### config.mk
export PLATFORM = sky130hd
export DESIGN_NAME = instr_encoder
export DESIGN_NICKNAME = d
export VERILOG_FILES = /design/src/rtl/instr_encoder.sv
export SDC_FILE = /design/constraint.sdc
export NUM_CORES = 1
export LEC_CHECK = 0
export ABC_AREA = 1
export ABC_CLOCK_PERIOD_IN_PS = 2900
export BUFFER_PORTS_ARGS = -buffer_cell sky130_fd_sc_hd__buf_2
export CORE_ASPECT_RATIO = 1.2
export CORE_MARGIN = 4
export CORE_UTILIZATION = 51
export CTS_CLUSTER_DIAMETER = 200
export DETAILED_ROUTE_END_ITERATION = 8
export GPL_TIMING_DRIVEN = 0
export PLACE_DENSITY = 0.86
export SETUP_SLACK_MARGIN = 0.3
export SLEW_MARGIN = 20
export SYNTH_ARGS = -nofsm -noshare
export SYNTH_HDL_FRONTEND = slang
export SYNTH_SLANG_ARGS = --single-unit
export TNS_END_PERCENT = 20
### constraint.sdc
create_clock -name clk -period 2.9 [get_ports clk]
set_input_delay 0.29 -clock clk [delete_from_list [all_inputs] [get_ports clk]]
set_output_delay 0.29 -clock clk [all_outputs]
set_load 0.05 [all_outputs]
### src/rtl/instr_encoder.sv
// Packs MIPS instruction fields into 32-bit words and streams them to instruction memory
// at an auto-incrementing byte address, stopping after MAX_WORDS handoffs.
module instr_encoder #(
    parameter int unsigned ADDR_W    = 32,
    parameter int unsigned MAX_WORDS = 256
) (
    input  logic              clk,
    input  logic              rst_n,
    input  logic              start,
    input  logic [ADDR_W-1:0] base_addr,
    input  logic              in_valid,
    output logic              in_ready,
    input  logic [2:0]        in_op,
    input  logic [4:0]        in_rs,
    input  logic [4:0]        in_rt,
    input  logic [4:0]        in_rd,
    input  logic [5:0]        in_funct,
    input  logic [15:0]       in_imm,
    input  logic [25:0]       in_target,
    output logic              mem_valid,
    input  logic              mem_ready,
    output logic [ADDR_W-1:0] mem_addr,
    output logic [31:0]       mem_wdata,
    output logic [15:0]       count,
    output logic              busy,
    output logic              full,
    output logic              err
);

    typedef enum logic [1:0] {StIdle, StRun, StFull} state_e;

    localparam logic [16:0] MaxWords = 17'(MAX_WORDS);

    state_e            r_state;
    state_e            w_state_next;
    logic              r_mem_valid;
    logic [ADDR_W-1:0] r_mem_addr;
    logic [31:0]       r_mem_wdata;
    logic [15:0]       r_count;
    logic              r_err;

    logic              w_in_ready;
    logic              w_handoff;
    logic              w_accept;
    logic              w_legal;
    logic [31:0]       w_word;
    logic [16:0]       w_inflight;
    logic              w_last_handoff;

    // Words already written plus the one waiting; no acceptance once that reaches the limit.
    assign w_inflight     = {1'b0, r_count} + {16'b0, r_mem_valid};
    assign w_handoff      = r_mem_valid && mem_ready && !start;
    assign w_accept       = in_valid && w_in_ready;
    assign w_legal        = (in_op <= 3'd5);
    assign w_last_handoff = w_handoff && (({1'b0, r_count} + 17'd1) == MaxWords);

    always_comb begin
        w_word = 32'h0;
        case (in_op)
            3'd0:    w_word = {6'b000000, in_rs, in_rt, in_rd, 5'b00000, in_funct};
            3'd1:    w_word = {6'b100011, in_rs, in_rt, in_imm};
            3'd2:    w_word = {6'b101011, in_rs, in_rt, in_imm};
            3'd3:    w_word = {6'b000100, in_rs, in_rt, in_imm};
            3'd4:    w_word = {6'b000101, in_rs, in_rt, in_imm};
            3'd5:    w_word = {6'b000010, in_target};
            default: w_word = 32'h0;
        endcase
    end

    always_ff @(posedge clk or negedge rst_n) begin
        if (!rst_n) begin
            r_state <= StIdle;
        end else begin
            r_state <= w_state_next;
        end
    end

    always_comb begin
        w_state_next = r_state;
        if (start) begin
            w_state_next = StRun;
        end else if (r_state == StRun && w_last_handoff) begin
            w_state_next = StFull;
        end
    end

    always_comb begin
        w_in_ready = (r_state == StRun) && (!r_mem_valid || mem_ready) &&
                     (w_inflight != MaxWords) && !start;
        in_ready   = w_in_ready;
        busy       = (r_state == StRun) || r_mem_valid;
        full       = (r_state == StFull);
    end

    always_ff @(posedge clk or negedge rst_n) begin
        if (!rst_n) begin
            r_mem_valid <= 1'b0;
            r_mem_addr  <= '0;
            r_mem_wdata <= 32'h0;
            r_count     <= 16'h0;
            r_err       <= 1'b0;
        end else if (start) begin
            // Restart discards any pending word.
            r_mem_valid <= 1'b0;
            r_mem_addr  <= {base_addr[ADDR_W-1:2], 2'b00};
            r_count     <= 16'h0;
            r_err       <= 1'b0;
        end else begin
            if (w_handoff) begin
                r_mem_addr <= r_mem_addr + ADDR_W'(4);
                r_count    <= r_count + 16'd1;
            end
            if (w_accept && w_legal) begin
                r_mem_valid <= 1'b1;
                r_mem_wdata <= w_word;
            end else if (w_handoff) begin
                r_mem_valid <= 1'b0;
            end
            if (w_accept && !w_legal) begin
                r_err <= 1'b1;
            end
        end
    end

    assign mem_valid = r_mem_valid;
    assign mem_addr  = r_mem_addr;
    assign mem_wdata = r_mem_wdata;
    assign count     = r_count;
    assign err       = r_err;

endmodule

# --- Word-level counts from Yosys, hierarchy flattened ---
# Index checks and enable logic that the tools add are counted.
word_totals:
  out_inout_bits: 85
  ff_bits: 84
  inputBits: 103
  elab_cells: 54
classes:
  add_sub_neg: 4
  bitwise: 1
  order_cmp: 1
  eq_ne: 9
  reduce_logical: 21
  n_mux: 12
op_table:
  columns: ["cell", "n"]
  rows:
  - ["32-bit one-hot mux with 6 select lines", 1]
  - ["32-bit 2-to-1 mux", 2]
  - ["32-bit by 3-bit adder with 32-bit output (second input constant)", 1]
  - ["16-bit 2-to-1 mux", 2]
  - ["16-bit by 1-bit adder with 17-bit output", 1]
  - ["16-bit by 1-bit adder with 17-bit output (second input constant)", 1]
  - ["17-bit by 9-bit == test with 1-bit output (second input constant)", 1]
  - ["17-bit by 9-bit != test with 1-bit output (second input constant)", 1]
  - ["16-bit by 1-bit adder with 16-bit output (second input constant)", 1]
  - ["1-bit logical AND", 10]
  - ["3-bit by 2-bit == test with 1-bit output (second input constant)", 2]
  - ["3-bit == test (second input constant)", 2]
  - ["2-bit nonzero test", 3]
  - ["1-bit 2-to-1 mux", 5]
  - ["2-bit 2-to-1 mux", 2]
  - ["3-bit by 1-bit == test with 1-bit output (second input constant)", 1]
  - ["3-bit less-or-equal comparator (second input constant)", 1]
  - ["1-bit logical NOT", 3]
  - ["3-bit logical NOT", 1]
  - ["3-bit nonzero test", 1]
  - ["2-bit by 1-bit == test with 1-bit output (second input constant)", 1]
  - ["2-bit == test (second input constant)", 1]
  - ["1-bit logical OR", 2]
  - ["2-bit AND reduction", 1]
  - ["1-bit inverter", 1]

# --- Longest topological paths before layout ---
depth:
  ltp_word: 9
  ltp_mapped: 16
  ltp_nobuf: 15

# --- Worst setup path after synthesis ---
# Ideal clock, no wire load.
synth_timing:
  path_kind: "flip-flop to output port"
  start: "reg r_count[0], in the netlist count[0]"
  end: "out in_ready"
  required_ns: 2.610
  arrival_time_ns: 2.240
  path_stages_with_launch: 13
  setup_slack_ns: 0.370
  path_buffers: 1
  path_cell_list: "dfrtp_1 ha_1 ha_1 nand3_1 inv_1 nand3_1 nand2_1 nand2_1 nor2_1 nand2_2 nor2_2 nor2_4 buf_6"
synth_between:
  elab_chain_len: 4
synth_rtl:
  columns: ["element", "line_no", "text"]
  rows:
  - ["start, declared", "39", "logic [15:0] r_count;"]
  - ["start signal, assigned", "111", "r_count <= r_count + 16'd1;"]
  - ["16-bit by 1-bit adder with 17-bit output", "51", "assign w_inflight = {1'b0, r_count} + {16'b0, r_mem_valid};"]
  - ["17-bit by 9-bit != test with 1-bit output", "89", "(w_inflight != MaxWords) && !start;"]
  - ["1-bit logical AND", "88", "w_in_ready = (r_state == StRun) && (!r_mem_valid || mem_ready) &&"]
  - ["1-bit logical AND", "89", null]
  - ["end, declared", "12", "output logic in_ready,"]
# No other way between the ends.

# --- Worst setup path in the final report ---
layout_timing:
  start: "reg r_mem_valid, in the netlist mem_valid"
  end: "out in_ready"
layout_between:
  elab_chain_len: 5
  elab_cells_between_ends: 7
  cone_classes: "add/sub (1); eq/ne (1); reduce/logical (5)"
layout_rtl:
  columns: ["element", "line_no", "text"]
  rows:
  - ["start, declared", "36", "logic r_mem_valid;"]
  - ["start signal, assigned", "97", "r_mem_valid <= 1'b0;"]
  - ["start signal, assigned", "104", "r_mem_valid <= 1'b0;"]
  - ["start signal, assigned", "114", "r_mem_valid <= 1'b1;"]
  - ["parallel branches: the longest is 3 deep, another holds 16-bit by 1-bit adder with 17-bit output", null, null]
  - ["1-bit logical AND (*)", "88", null]
  - ["1-bit logical AND (*)", "89", null]
# Every way passes the cells marked *.

==> summary.md <==
| Metric | Value |
|---|---|
| H-tree depth | `3` |
| Max Freq | `385 MHz` |
| RSZ-0062 raised after global routing | `yes` |
| M1 WL | `6.63 mm` |
| First-pass GRT wire length | `27.3 mm` |
| Final setup viols | `0` |
| Fillers | `901` |
| Uppermost layer routed | `met5` |
| Startpoint Class | `flop` |
| Cell Pwr Density | `568 nW/um2` |
| Max Cap Viol | `0` |
| Switch Pwr | `0.00149 W` |
| Crit path arrival time | `2310 ps` |
| Clock Sinks | `81` |
| Crit Path Category | `flop to primary output` |
| Slew headroom | `54.4%` |
| Worst Skew | `6.46 ps` |
| Core area | `10100 um2` |
| Clock share of power | `32.6%` |
| Ys flop type | `dfrtp_1` |
| Share of cells above drive strength 1 | `27.4%` |
| Hold Vio Cnt, Final | `0` |
| DR pass1 iterations | `5` |
| Status | `completed` |
| Tmin final | `2600 ps` |
| Seq. cell area | `2030 um2` |
| GRT Overall Usage | `27.9%` |
| Synthesized instance count | `748` |
| Pin count of the biggest net entering global routing | `50` |
| Total global routing overflow | `0` |
| Netlist cell types | `41` |
| Worst Hold Class | `input port to flop` |
| Int Power | `0.00238 W` |
| Final Max Tran Viols | `0` |
| Die H | `120 um` |
| Synth area leaders | `dfrtp_1, nand2_1, nand3_1` |
| P_leak | `3.49 nW` |
| Syn_area_per_cell | `7.07 um2` |
| Top-count cell post-synth | `nand2_1` |
| Tightest Pin Transition | `684 ps` |
| Met2 WL | `7.99 mm` |
| Clk pin slew, worst setup/hold paths | `60 ps` |
| Ys async rst share | `100%` |
| Port-buffer cells | `180` |
| Ant diodes | `0` |
| Wire length on met3 | `1.37 mm` |
| Initial Util | `52.6%` |
| Vias per std cell | `5.46` |
| Layout area overhead | `28.6%` |
| Die width | `101 um` |
| Combinational fraction of design power | `31.0%` |
| Die ar. | `12100 um2` |
| FF+latch count, synth | `81` |
| Worst vdd ir | `0.332 mV` |
| Final Non-Filler Cells | `1077` |
| Post-Syn Area | `5290 um2` |
| Top post-synthesis cells by count | `nand2_1, dfrtp_1, nand3_1` |
| Post-synth top area share | `38.3%` |
| Routability Congestion | `0.930` |
| Register area share after synthesis | `38.3%` |
| CTS buffer count | `9` |
| Period utilization | `89.6%` |
| Std-Cell Rows | `40` |
| Initial DRC count | `363` |
| Vias in the first global route | `5790` |
| Routed len/inst | `15.4 um` |
| Clock network latency to the later pin of the worst-skew pair | `340 ps` |
| Setup Total Neg Slack | `0 ps` |
| Root buffer selected by CTS | `clkbuf_16` |
| Warnings from Yosys | `0` |
| I/O Pins | `188` |
| CP Max Fanout | `10` |
| Final net count | `1054` |
| Total number of vias | `5877` |
| CP required | `2610 ps` |
| Initial antenna violation count | `2` |
| CTS Buffer Depth | `2` |
| CTS tree | `yes` |
| Largest area contributor in the netlist | `dfrtp_1` |
| # DRC | `0` |
| Drt total wl | `16.6 mm` |
| HPWL after DPL | `12.4 mm` |
| CP endpoint kind | `primary output` |
| Multi-input gate area | `2870 um2` |
| Dpl cells | `1057` |
| Sequential Power Share | `36.4%` |
| Net Sw Frac | `38.5%` |
| DRT antenna net count | `0` |
| Post-synth EDFFs | `0` |
[final timing paths]
| kind | end | depth (start not counted) | slack, ps | startpoint |
|---|---|---|---|---|
| setup reg to reg | r_state[0] | 11 | 530 | count[0] |
| min in group asynchronous | mem_addr[23] | 2 | 440 | rst_n |
| hold reg to reg | mem_wdata[28] | 2 | 470 | mem_wdata[28] |
| hold / removal | mem_addr[5] | 3 | 170 | base_addr[5] |
| max in group asynchronous | count[11] | 3 | 1850 | rst_n |
| setup / recovery | in_ready | 12 | 300 | mem_valid |
[layout by cell type (no fill, tap or decap), drive strengths merged, types with 6 or more instances in the layout]
cell type  instances
clkbuf            36
buf              197
nand2            260
nor3               6
a21oi              8
xor2              16
inv               62
o21ai             47
o22ai             13
or2                6
o211ai            12
nand4             42
dfrtp             81
a22o               6
nor2              64
nand3             64
[routing by layer]
layer / vias to the layer above / track usage [%]
met5: - / 0
met4: 4 / 11.4
met3: 55 / 5.70
met2: 261 / 45.6
met1: 2687 / 35.9
li1: 2870 / -
[kinds of logic (layout without fill, tap and decap cells)]
group,Yosys count,count (layout),share of synthesized area [%]
and+or+nand+nor,449,449,38.5
other,1,3,0.0709
AOI/OAI and AO/OA,95,95,10.8
adders and majority gates,5,5,1.18
DFF,81,81,38.3
buffers and inverters,100,301,8.35
xor gates and xnor gates,17,17,2.81
[metrics by stage]
step / utilization, % / worst slack, ps / power (W) / hold WS, ps / cell area (um2)
6_report: 67.6 / 300 / 0.00387 / 171 / 6800
5_1_grt: 67.6 / 136 / 0.00403 / 189 / 6800
4_1_cts: 67.6 / 322 / 0.00387 / 169 / 6800
3_5_place_dp: 63.5 / 173 / 0.00261 / 273 / 6390
3_3_place_gp: 63.2 / 211 / 0.00258 / 450 / 6360
2_1_floorplan: - / 370 / 0.00224 / -5.59 / 5300
[what timing repair did]
action	in CTS	in global routing
buffers inserted	3	0
gates cloned	0	0
hold buffers	1	0
setup endpoints to repair	1	22
pin swaps	2	0
hold endpoints to repair	32	0
gates resized for setup	13	1
[power groups by stage]
stage | Clock (W) | Combinational, W | Sequential, W
CTS | 0.00127 | 0.00120 | 0.00140
global placement | 0 | 0.00117 | 0.00142
global route | 0.00132 | 0.00129 | 0.00143
floorplan | 0 | 0.000348 | 0.00189
detailed placement | 0 | 0.00119 | 0.00142
finish | 0.00126 | 0.00120 | 0.00141
[flip-flops by register name, indices dropped and copies added, names as in the netlist]
name,flops
mem_valid,1
err,1
count,16
r_state,2
mem_addr,30
mem_wdata,31
[area by class of cell]
type                       count  share of cell area [%]
clock inverter                 5                    1.14
timing repair buffer         185                    14.3
buffer                        38                    3.07
clock buffer                  11                    3.72
multi-input combinational    569                    42.2
inverter                      62                    3.46
sequential                    81                    29.8
tap                          126                    2.32
[worst max-delay path: stages (launching register included)]
cell,delay (ps)
dfrtp_1,420
ha_4,180
nand3_1,130
nor2_2,180
nand3_1,80
nand2_1,60
nand2_1,50
nor2_1,200
nand3_1,130
nor2_2,160
nor2_4,80
buf_6,140
buf_6,150
(Power assumes the default switching activity.)
